--- src/rtl/mem_sys_pkg.sv ---
// Shared memory-subsystem constants and the fill arbiter state encoding.
package mem_sys_pkg;

    localparam int MEM_LAT       = 4;
    localparam int WORDS_PER_BLK = 8;
    localparam int BLK_OFF_W     = 4;
    localparam int WORD_IDX_W    = 3;

    typedef enum logic [1:0] {
        ST_IDLE   = 2'd0,
        ST_FILL_I = 2'd1,
        ST_FILL_D = 2'd2,
        ST_WRITE  = 2'd3
    } state_e;

endpackage

--- src/rtl/fill_arb_select.sv ---
// Grant decision for the fill arbiter: returns the state to enter from IDLE.
// Define FILL_ARB_RR_EN to alternate D-side and I-side on simultaneous requests.
module fill_arb_select
    import mem_sys_pkg::*;
(
`ifdef FILL_ARB_RR_EN
    input  logic   clk,
    input  logic   rst,
`endif
    input  logic   i_sample,
    input  logic   i_wr_req,
    input  logic   i_d_miss,
    input  logic   i_i_miss,
    output state_e o_grant
);

`ifdef FILL_ARB_RR_EN
    logic r_last_d;
    logic w_d_side;
    logic w_pick_d;

    assign w_d_side = i_wr_req | i_d_miss;
    // On a tie the side that won last time yields; stores still beat misses within D.
    assign w_pick_d = w_d_side & (~i_i_miss | ~r_last_d);

    always_comb begin
        o_grant = ST_IDLE;
        if (i_sample) begin
            if (w_pick_d) begin
                o_grant = i_wr_req ? ST_WRITE : ST_FILL_D;
            end else if (i_i_miss) begin
                o_grant = ST_FILL_I;
            end
        end
    end

    always_ff @(posedge clk or posedge rst) begin
        if (rst) begin
            r_last_d <= 1'b0;
        end else if (i_sample && o_grant != ST_IDLE) begin
            r_last_d <= (o_grant != ST_FILL_I);
        end
    end
`else
    always_comb begin
        o_grant = ST_IDLE;
        if (i_sample) begin
            if (i_wr_req) begin
                o_grant = ST_WRITE;
            end else if (i_d_miss) begin
                o_grant = ST_FILL_D;
            end else if (i_i_miss) begin
                o_grant = ST_FILL_I;
            end
        end
    end
`endif

endmodule

--- src/rtl/cache_fill_arbiter.sv ---
// Shares one memory port between I/D block fills and D-side write-through stores.
// Optional FILL_ARB_RR_EN switches the grant policy to D/I round-robin.
module cache_fill_arbiter #(
    parameter int MEM_LAT       = mem_sys_pkg::MEM_LAT,
    parameter int WORDS_PER_BLK = mem_sys_pkg::WORDS_PER_BLK
) (
    input  logic        clk,
    input  logic        rst,
    input  logic        i_miss,
    input  logic [15:0] i_miss_addr,
    input  logic        d_miss,
    input  logic [15:0] d_miss_addr,
    input  logic        d_wr_req,
    input  logic [15:0] d_wr_addr,
    input  logic [15:0] d_wr_data,
    output logic        d_wr_ack,
    output logic        i_fill_we,
    output logic        d_fill_we,
    output logic [2:0]  fill_word,
    output logic [15:0] fill_data,
    output logic        i_fill_done,
    output logic        d_fill_done,
    output logic        mem_en,
    output logic        mem_wr,
    output logic [15:0] mem_addr,
    output logic [15:0] mem_wdata,
    input  logic [15:0] mem_rdata,
    input  logic        mem_rvalid,
    output logic        busy
);
    import mem_sys_pkg::*;

    state_e                r_state;
    state_e                w_next;
    state_e                w_grant;
    logic [3:0]            r_issue_cnt;
    logic [3:0]            r_ret_cnt;
    logic [15-BLK_OFF_W:0] r_base;
    logic                  w_idle;
    logic                  w_fill;
    logic                  w_issue;
    logic                  w_rv;
    logic                  w_done;
    logic                  w_unused;

    // Byte offsets inside a block never matter; the latency is set by the memory itself.
    assign w_unused = ^{i_miss_addr[BLK_OFF_W-1:0], d_miss_addr[BLK_OFF_W-1:0]} ^ (MEM_LAT > 0);

    assign w_idle  = (r_state == ST_IDLE);
    assign w_fill  = (r_state == ST_FILL_I) || (r_state == ST_FILL_D);
    assign w_issue = w_fill && (r_issue_cnt < 4'(WORDS_PER_BLK));
    assign w_rv    = w_fill && mem_rvalid;
    assign w_done  = w_rv && (r_ret_cnt == 4'(WORDS_PER_BLK - 1));

    fill_arb_select u_select (
`ifdef FILL_ARB_RR_EN
        .clk      (clk),
        .rst      (rst),
`endif
        .i_sample (w_idle),
        .i_wr_req (d_wr_req),
        .i_d_miss (d_miss),
        .i_i_miss (i_miss),
        .o_grant  (w_grant)
    );

    always_ff @(posedge clk or posedge rst) begin
        if (rst) begin
            r_state <= ST_IDLE;
        end else begin
            r_state <= w_next;
        end
    end

    always_comb begin
        w_next = r_state;
        unique case (r_state)
            ST_IDLE:              w_next = w_grant;
            ST_FILL_I, ST_FILL_D: if (w_done) w_next = ST_IDLE;
            ST_WRITE:             w_next = ST_IDLE;
            default:              w_next = ST_IDLE;
        endcase
    end

    // Counters restart in IDLE; the block base is captured only on the grant edge.
    always_ff @(posedge clk or posedge rst) begin
        if (rst) begin
            r_issue_cnt <= '0;
            r_ret_cnt   <= '0;
            r_base      <= '0;
        end else if (w_idle) begin
            r_issue_cnt <= '0;
            r_ret_cnt   <= '0;
            if (w_grant == ST_FILL_I) begin
                r_base <= i_miss_addr[15:BLK_OFF_W];
            end else if (w_grant == ST_FILL_D) begin
                r_base <= d_miss_addr[15:BLK_OFF_W];
            end
        end else begin
            if (w_issue) r_issue_cnt <= r_issue_cnt + 4'd1;
            if (w_rv)    r_ret_cnt   <= r_ret_cnt + 4'd1;
        end
    end

    always_comb begin
        busy        = !w_idle;
        mem_en      = 1'b0;
        mem_wr      = 1'b0;
        mem_addr    = '0;
        mem_wdata   = '0;
        d_wr_ack    = 1'b0;
        i_fill_we   = 1'b0;
        d_fill_we   = 1'b0;
        i_fill_done = 1'b0;
        d_fill_done = 1'b0;
        fill_word   = '0;
        fill_data   = '0;
        unique case (r_state)
            ST_FILL_I, ST_FILL_D: begin
                mem_en = w_issue;
                if (w_issue) begin
                    mem_addr = {r_base, r_issue_cnt[WORD_IDX_W-1:0], 1'b0};
                end
                i_fill_we   = w_rv && (r_state == ST_FILL_I);
                d_fill_we   = w_rv && (r_state == ST_FILL_D);
                i_fill_done = w_done && (r_state == ST_FILL_I);
                d_fill_done = w_done && (r_state == ST_FILL_D);
                if (w_rv) begin
                    fill_word = r_ret_cnt[WORD_IDX_W-1:0];
                    fill_data = mem_rdata;
                end
            end
            ST_WRITE: begin
                mem_en    = 1'b1;
                mem_wr    = 1'b1;
                mem_addr  = d_wr_addr;
                mem_wdata = d_wr_data;
                d_wr_ack  = 1'b1;
            end
            default: ;
        endcase
    end

endmodule

--- config.mk ---
export PLATFORM = sky130hd
export DESIGN_NAME = cache_fill_arbiter
export DESIGN_NICKNAME = d
export VERILOG_FILES = /design/src/rtl/mem_sys_pkg.sv /design/src/rtl/fill_arb_select.sv /design/src/rtl/cache_fill_arbiter.sv
export SDC_FILE = /design/constraint.sdc
export NUM_CORES = 1
export LEC_CHECK = 0
export ABC_AREA = 1
export CELL_PAD_IN_SITES_DETAIL_PLACEMENT = 1
export CELL_PAD_IN_SITES_GLOBAL_PLACEMENT = 1
export CORE_UTILIZATION = 22
export CTS_CLUSTER_DIAMETER = 50
export DETAILED_ROUTE_END_ITERATION = 6
export GPL_TIMING_DRIVEN = 0
export PLACE_DENSITY_LB_ADDON = 0.1
export SLEW_MARGIN = 10
export SYNTH_ARGS = -nofsm -noshare
export SYNTH_HDL_FRONTEND = slang
export SYNTH_SLANG_ARGS = --single-unit
--- constraint.sdc ---
create_clock -name clk -period 6.3 [get_ports clk]
set_input_delay 0.945 -clock clk [delete_from_list [all_inputs] [get_ports clk]]
set_output_delay 0.945 -clock clk [all_outputs]
set_load 0.03 [all_outputs]
==> impl_results.md <==
* Status: completed
* Synth Cell Area at 1774 um^2
* Clock Latency Late Sink at 0.26 ns
* EDFF count, synth at 0
* Final count of pins violating max slew at 0
* # DRC at 0
* Clock Sinks at 22
* Worst setup SP type: primary input
* Most used DFF post-synth: dfrtp_1
* FF-to-FF End: r_base[6]
* Largest net degree at the start of global routing at 23
* Routed WL per cell at 11.46 um
* Crit path from: mem_rvalid
* Post-route ant nets at 0
* CP Data Arrival Time at between 2 and 3 ns
* Final nets at 515
* Synthesized net count at about 370
* CTS buffer count at 3
* Setup Crit Path Kind: in2out
* Post-synth top area cell: dfrtp_1
* H-tree levels at 1
* Clock slew at reported path FFs at 0.08 ns
* Hold_sp: r_ret_cnt[3]
* Least-Margin Pin Slew at 0.8614 ns
* Initial core utilization at 22.84%
* GR Overflow Total at 0
* Synthesis Warnings at 0
* Initial antenna violation count at 0
* Root buf cell: clkbuf_8
* VDD IR max at 0.1307 mV
* Synth-to-Final Area Change at 87.94%
* Cells on Worst Hold Path at 2
* CTS Hold Bufs at 0
* Vias per cell at between 4 and 5
* Hold crit path type: reg2reg
* Post-Synthesis Cells at 280
* Chip Height at 91.80 um
* Layout cells sized above 1 at 8.571%
* Reg2reg path depth at 11
* CTS tree: built
* Clock skew at approximately 0.0040 ns
* Gr usage total at 14.83%
* CTS max path bufs at 2
* Tmin final at 3.631 ns
* Drt initial violations at 31
* Final Core Density at a little over two fifths
* Period utilization at between 50 and 60%
* Fin. Hold Viols at 0
* Vias at 2132
* Num rows at 32
* Fmax at 275.4 MHz
* Die Wd at 91.80 um
* CP Max Fanout at 10
* DIE AREA at 8427 um^2
* Global-route wire length before repair at 10.09 mm
* Synth top cells by count: nand2_1, inv_1, nor2_1, dfrtp_1, a31oi_1
* Detailed placement HPWL at 5.053 mm
* Worst reg2reg setup slack at 3.80 ns
* Critical path required time at 5.35 ns
* RD Place Congestion at 0.7873
* Synthesized area per cell at 6.336 um^2
* 1st-pass router iterations at 4
* WL final at 5.981 mm
* Synth top area cells: dfrtp_1, nand2_1, inv_1
* Synth async-reset ratio at 100.0%
* ANT cells at 0
* Cell area power density at between 400 and 500 nW/um^2
* CP endpoint kind: output port
* Post-CTS Setup Inserts at 0
* Top-count cell post-synth: nand2_1
* RSZ-0062 raised after global routing: false
* # setup viols final at 0
* Yosys reg bits at 22
* Hold worst-path end: r_ret_cnt[3]
* Setup tns final at 0 ns
* Lkg Pwr at 1.560 nW
* Post-cts sizing count at 0
* Worst rel slew slack at 42.51%
* Reg2reg start: r_state[0]
* Core area at 7767 um^2
* Yosys cell types at 23
* IO Count at ~150
* Vias in the first global route at between 2000 and 2500
* Buffers on Ports at 136
* Synth top area share at 31.03%
* Pre-CTS worst setup slack at 2.656 ns
* Setup WS post-layout at 2.669 ns
* Fillers at 990
* Post-synthesis sequential area ratio at between 30% and 40%
* Max-cap violations at 0
area by class of cell:
type | instances | area, um^2 | area share, %
Inverter | 56 | 210.2 | 6.304
Multi-Input combinational cell | 187 | 928.4 | 27.84
Timing Repair Buffer | 136 | 1361 | 40.83
Clock buffer | 3 | 41.29 | 1.238
Buffer | 15 | 85.08 | 2.552
Sequential cell | 22 | 550.5 | 16.51
Tap cell | 102 | 127.6 | 3.827
Clock inverter | 1 | 30.03 | 0.9006
routing by layer:
metal / track usage [%] / wire length, um
met1: 18.06 / 2635
met2: 26.69 / 2909
met3: 2.985 / 393
met4: 3.516 / 42
met5: 0 / 0
worst max-delay path, stage by stage:
cell and delay, ns:
clkdlybuf4s50_1 0.52, nand2_2 0.13, buf_1 0.25, nor2_1 0.15
clkdlybuf4s50_1 0.68
how the worst max path moves through the flow:
stage,to,depth (start not counted)
detailed placement,fill_data[13],5
finish,fill_data[13],5
global placement,fill_word[1],5
CTS,fill_data[13],5
global route,fill_word[1],5
floorplan,mem_addr[1],5
metrics by stage:
step / total power [W] / instance area (um^2) / std cells / hold slack, ns
final: 0.001387 / 3334 / 522 / 0.5482
after CTS: 0.001414 / 3334 / 522 / 0.5523
after detailed placement: 0.001277 / 3263 / 518 / 0.5294
after floorplan: 0.0008953 / 1774 / 280 / 0.4997
after global placement: 0.001261 / 3263 / 518 / 0.5221
after global routing: 0.001509 / 3334 / 522 / 0.5777
power breakdown:
group | internal [W] | leakage (nW) | total [W] | switching [W]
registers | 0.000199 | 0.267 | 0.000241 | 0.0000416
logic | 0.000401 | 1.26 | 0.00101 | 0.000614
clock network | 0.0000848 | 0.0357 | 0.000131 | 0.0000466
total | 0.000685 | 1.56 | 0.00139 | 0.000702
cells in the final DEF (no fill, tap or decap), drive strengths merged:
cell / Yosys / routed
a31oi: 12 / 12
clkbuf: 5 / 8
a211oi: 1 / 1
bufinv: 0 / 1
a21oi: 20 / 20
nand2: 88 / 88
clkdlybuf4s50: 0 / 136
dfrtp: 22 / 22
nand4: 1 / 1
nor2: 47 / 47
inv: 56 / 56
nand3: 5 / 5
nor3: 1 / 1
o21ai: 3 / 3
o21bai: 1 / 1
ha: 8 / 8
buf: 10 / 10
sequential cells by signal, indices dropped and copies added (netlist names):
register	cells
r_base	12
r_issue_cnt	4
r_ret_cnt	4
r_state	2
cell families after synthesis:
kind of cell	Yosys count	synth area share, %
AO/OA/AOI/OAI	37	13.47
flip-flops	22	31.03
AND/OR/NAND/NOR	142	33.22
adder cells (fa/ha/maj)	8	5.642
buffers and inverters	71	16.64
Note: power is estimated with default switching activity, not from simulation.
==> variant 1 (same settings) <==
Encoding of `state_e`: now one-hot (4 bits for 4 states).
--- a/src/rtl/mem_sys_pkg.sv
+++ b/src/rtl/mem_sys_pkg.sv
@@ -8,7 +8,7 @@
 
-    typedef enum logic [1:0] {
-        ST_IDLE   = 2'd0,
-        ST_FILL_I = 2'd1,
-        ST_FILL_D = 2'd2,
-        ST_WRITE  = 2'd3
+    typedef enum logic [3:0] {
+        ST_IDLE   = 4'b0001,
+        ST_FILL_I = 4'b0010,
+        ST_FILL_D = 4'b0100,
+        ST_WRITE  = 4'b1000
     } state_e;
Check against the original RTL: same outputs for any inputs over 10 cycles, from zero or initial values and one cycle with rst high; not proved beyond that.
==> variant 1 against the unedited design <==
Hold slack worse by 25 ps. Design area up 5.7%. Total power down 28%. Combinational power down 40%. Sequential cell count up 2. Non-clock buffer count unchanged. Critical path depth down 1. Clock skew about the same. Register-to-register slack better by 1000 ps. Die area up 10%. First-iteration DRC count rose to 3.3 times the old value. Synthesized area up 10%. Wire length up 13%. Setup slack better by 28 ps.
==> variant 1: results (changes against the unedited design) <==
outcome:
  status: "completed"
drt:
  dr.pass1.iters: 4  # unchanged
  viasPerCell: 4.25  # +4.1%
  wl_um: 6750  # +13%
  dr.first_iter.drc_count: 103  # +230%
cells_and_area:
  num-nets-final: 537  # +4.3%
  nFillCells: 1107  # +12%
  largest-register: "r_base"
  drive_above_1_share: 0.0714  # -0.0143
sta:
  relSlewSlack: 0.354  # -0.0708
  fin_crit_sh: 0.572  # -0.00438
  skew_ps: 4.43  # +0.438 ps
setup_path:
  crit_family: "buffers and inverters"
  cpMaxStageDelayCell: "clkdlybuf4s50_1"
  crit_fanout: 6  # -4
  cp.arrival_ps: 2660  # -30 ps
  max_stage_delay_ps: 680  # about the same
logic_synthesis:
  yosys.cell_types.count: 26  # +13%
  yosys_warnings: 0  # unchanged
  synth_area_leaders: "dfrtp_1 29%, nand2_1 14%, nand3_1 12%, inv_1 11%, nor2_1 8.6%"
  syn-num-nets: 396  # +5.9%
  yosys-top-cells-count: "75 x nand2_1, 57 x inv_1, 46 x nand3_1"
  yosysSeqAreaShare: 0.307  # -0.00295
clocking:
  cts_made_buffers: 3  # unchanged
  cts_htree_levels: 1  # unchanged
  path_clk_slew_ps: 90
grt:
  grt_pass1_wl_um: 10700  # +6.0%
  grt_start_max_net_pins: 25  # +8.7%
  antenna_found_initial: 0  # unchanged
  track_usage: 0.146  # -0.00232
  grt_pass1_vias: 2222  # +1.2%
pwr:
  max-vdd-ir-drop_mv: 0.138  # +5.6%
  switching_share: 0.459  # -0.0476
  power.density_nw_per_um2: 281  # -32%
  leakage_nw: 1.75  # +12%
placement:
  io_buffers: 136  # unchanged
  dpl_cell_area_um2: 3450  # +5.9%
  place.gp.congestion: 0.746  # -5.2%
  hpwl_um: 5590  # +11%
## variant 1: cell count changes after synthesis, sizes merged, moves of 3 or more
cell and delta:
nand3 +43, a21oi -18, a31oi -12, nand3b +11
nand2 -9, nand4 +7, ha -6, inv +4
buf +3, clkbuf -3
## variant 1: worst paths after layout
path / slack, ps / from / cells past startpoint / to
max: 2700 / mem_rvalid / 4 / d_fill_done
min: 520 / r_base[3] / 2 / r_base[3]
max reg2reg: 4800 / r_state[0] / 6 / r_base[2]
min reg2reg: 520 / r_base[3] / 2 / r_base[3]
max in group asynchronous: 4510 / rst / 2 / r_ret_cnt[2]
min in group asynchronous: 1200 / rst / 2 / r_base[6]
## variant 1: power by group through the flow
stage          sequential (mW)  combinational, mW  clock [mW]
6_report                 0.248              0.607       0.138
5_1_grt                  0.258              0.673       0.147
4_1_cts                  0.249              0.619       0.140
3_5_place_dp             0.251              0.615           0
3_3_place_gp             0.250              0.609           0
2_1_floorplan            0.238              0.383           0
## variant 1: worst reg2reg max path, stage by stage (launching register included)
cell and delay [ps]:
dfstp_2 570, nand2_1 90, nor2_4 230, buf_4 230
nand3b_1 100, nand3_1 120, nand2_1 70
## variant 1: cell families (layout without fill, tap and decap cells)
family                     Yosys count  after routing  share of synthesized area
and+or+nand+nor                    197            197                      0.466
buffers and inverters               76            216                      0.180
DFF                                 24             24                      0.307
AOI/OAI and AO/OA                    7              7                     0.0249
adders and majority gates            2              2                     0.0128
xor gates and xnor gates             2              2                    0.00895
## variant 1: area by class of cell
class	instances	area share
repair buffers	136	0.386
multi-input cells	208	0.285
flip-flops and latches	24	0.171
inverters	61	0.0649
well taps	108	0.0383
plain buffers	15	0.0348
clock buffers	3	0.0117
clock inverters	1	0.00852
## variant 1: metrics by stage
stage	worst slack [ps]	cells	hold slack, ps	power (mW)
2_1_floorplan	3730	308	476	0.621
3_3_place_gp	2680	552	498	0.859
3_5_place_dp	2670	552	502	0.866
4_1_cts	2670	556	525	1.01
5_1_grt	2640	556	558	1.08
6_report	2700	556	523	0.992
## variant 1: metal layers
metal	track usage	vias up	wire length [µm]
li1	-	1223	-
met1	0.193	1051	3050
met2	0.251	85	3160
met3	0.0253	4	501
met4	0.0257	0	38
met5	0	-	0
==> variant 2 (same settings) <==
Made on the original files. Add a define of `FILL_ARB_RR_EN`.
--- a/src/rtl/fill_arb_select.sv
+++ b/src/rtl/fill_arb_select.sv
@@ -2,2 +2,4 @@
 // Define FILL_ARB_RR_EN to alternate D-side and I-side on simultaneous requests.
+`define FILL_ARB_RR_EN
+
 module fill_arb_select
Behaviour: not the same (Yosys sat finds a counterexample within 4 cycles, from zero or initial values and one cycle with rst high).
==> variant 2 against the unedited design <==
Synthesized area up 1.8%. Clock skew down 3.3 ps. Setup slack gained 67 ps. Critical path depth is the same. Total power down 4.5%. Synthesized cell count is 3.2% higher. Wire length increased by 2.5%. Hold slack lost 3.5 ps. First-iteration DRC count is 3.2% higher. Via count grew 2.9%. Count of clock-buffer cells in the layout unchanged. Register-to-register slack better by 170 ps. Design area up 0.26%. Sequential cell count rose by 1. Critical endpoint is now fill_data[12].
==> variant 2: results (changes against the unedited design) <==
outcome:
  status: "completed"
sta:
  relSlewSlack: 0.402  # -0.0236
  setup_slack_ps: 2740  # +66.7 ps
  skew_ps: 0.736  # -3.26 ps
drt:
  wl_um: 6130  # +2.5%
  wl_met2_um: 3320  # +14%
  dr.pass1.iters: 4  # unchanged
  dr.first_iter.drc_count: 32  # +3.2%
  wl_met3_um: 321  # -18%
  wl_met1_um: 2470  # -6.5%
grt:
  grt_pass1_vias: 2140  # -2.6%
  grt_pass1_wl_um: 9940  # -1.6%
  grt_start_max_net_pins: 24  # +4.3%
setup_path:
  critPathCapture: "fill_data[12]"
  timing.rr.end: "r_base[0]"
  cp.arrival_ps: 2620  # -70 ps
  r2r_setup_slack_ps: 3970  # +170 ps
pwr:
  max-vdd-ir-drop_mv: 0.178  # +36%
  leakage_nw: 1.58  # +1.2%
placement:
  place.gp.congestion: 0.745  # -5.4%
logic_synthesis:
  yosys-top-cells-count: "87 x nand2_1, 53 x inv_1, 49 x nor2_1"
  yosysSeqAreaShare: 0.319  # +0.00848
  yosys.cell_types.count: 21  # -8.7%
  syn-num-nets: 385  # +2.9%
cells_and_area:
  drive_above_1_share: 0.0629  # -0.0228
  num-nets-final: 526  # +2.1%
variant 2: cell types whose count changed in the layout (fill, tap and decap cells not counted), moves of 2 or more:
cell and change:
nand2_2 -8, nor2_1 +5, buf_6 +2, inv_2 +2
ha_1 +2, a21oi_1 +6, a21oi_2 -7, inv_1 -2
nor2_4 +2, nand2_1 +9
variant 2: kinds of logic (layout without fill, tap and decap cells):
logic type | count (synthesis) | count (layout) | share of synthesized area
and+or+nand+nor | 148 | 148 | 0.328
buffers and inverters | 72 | 212 | 0.167
AOI/OAI and AO/OA | 36 | 36 | 0.116
DFF | 23 | 23 | 0.319
adders and majority gates | 10 | 10 | 0.0693
variant 2: how the worst min path moves through the flow:
stage	cells after the start	end	from	slack, ps
2_1_floorplan	2	u_select.r_last_d	u_select.r_last_d	490
3_3_place_gp	2	u_select.r_last_d	u_select.r_last_d	520
3_5_place_dp	2	u_select.r_last_d	u_select.r_last_d	530
4_1_cts	3	r_ret_cnt[3]	r_ret_cnt[3]	550
5_1_grt	3	r_ret_cnt[3]	r_ret_cnt[3]	570
6_report	3	r_ret_cnt[3]	r_ret_cnt[3]	540
variant 2: area by class of cell:
| class | count | area, µm² |
|---|---|---|
| flip-flops and latches | 23 | 576 |
| clock inverters | 1 | 7.51 |
| multi-input cells | 194 | 928 |
| inverters | 56 | 210 |
| repair buffers | 136 | 1360 |
| clock buffers | 3 | 41.3 |
| plain buffers | 16 | 91.3 |
| fillers | 1010 | 4500 |
| well taps | 102 | 128 |
variant 2: routing by layer:
| metal | global-route usage | up-vias |
|---|---|---|
| met1 | 0.161 | 997 |
| met4 | 0.0195 | 0 |
| met2 | 0.278 | 57 |
| li1 | - | 1138 |
| met3 | 0.0320 | 2 |
| met5 | 0 | - |
variant 2: through the flow:
step	cells	area, µm²	hold slack, ps	power (mW)	util
2_1_floorplan	289	1810	495	0.885	-
3_3_place_gp	527	3290	523	1.24	0.420
3_5_place_dp	527	3290	533	1.25	0.420
4_1_cts	531	3340	548	1.35	0.426
5_1_grt	531	3340	566	1.44	0.426
6_report	531	3340	545	1.32	0.426
variant 2: power breakdown:
| part | total (mW) | leakage [nW] | internal [mW] | switching, mW |
|---|---|---|---|---|
| clock | 0.0964 | 0.0217 | 0.0448 | 0.0517 |
| combinational | 0.980 | 1.28 | 0.389 | 0.591 |
| sequential | 0.248 | 0.278 | 0.210 | 0.0381 |
| total | 1.32 | 1.58 | 0.644 | 0.681 |
variant 2: critical path, stage by stage:
cell             delay, ps
clkdlybuf4s50_1        530
nand2_2                100
clkbuf_1               230
nor2_1                 140
clkdlybuf4s50_1        680
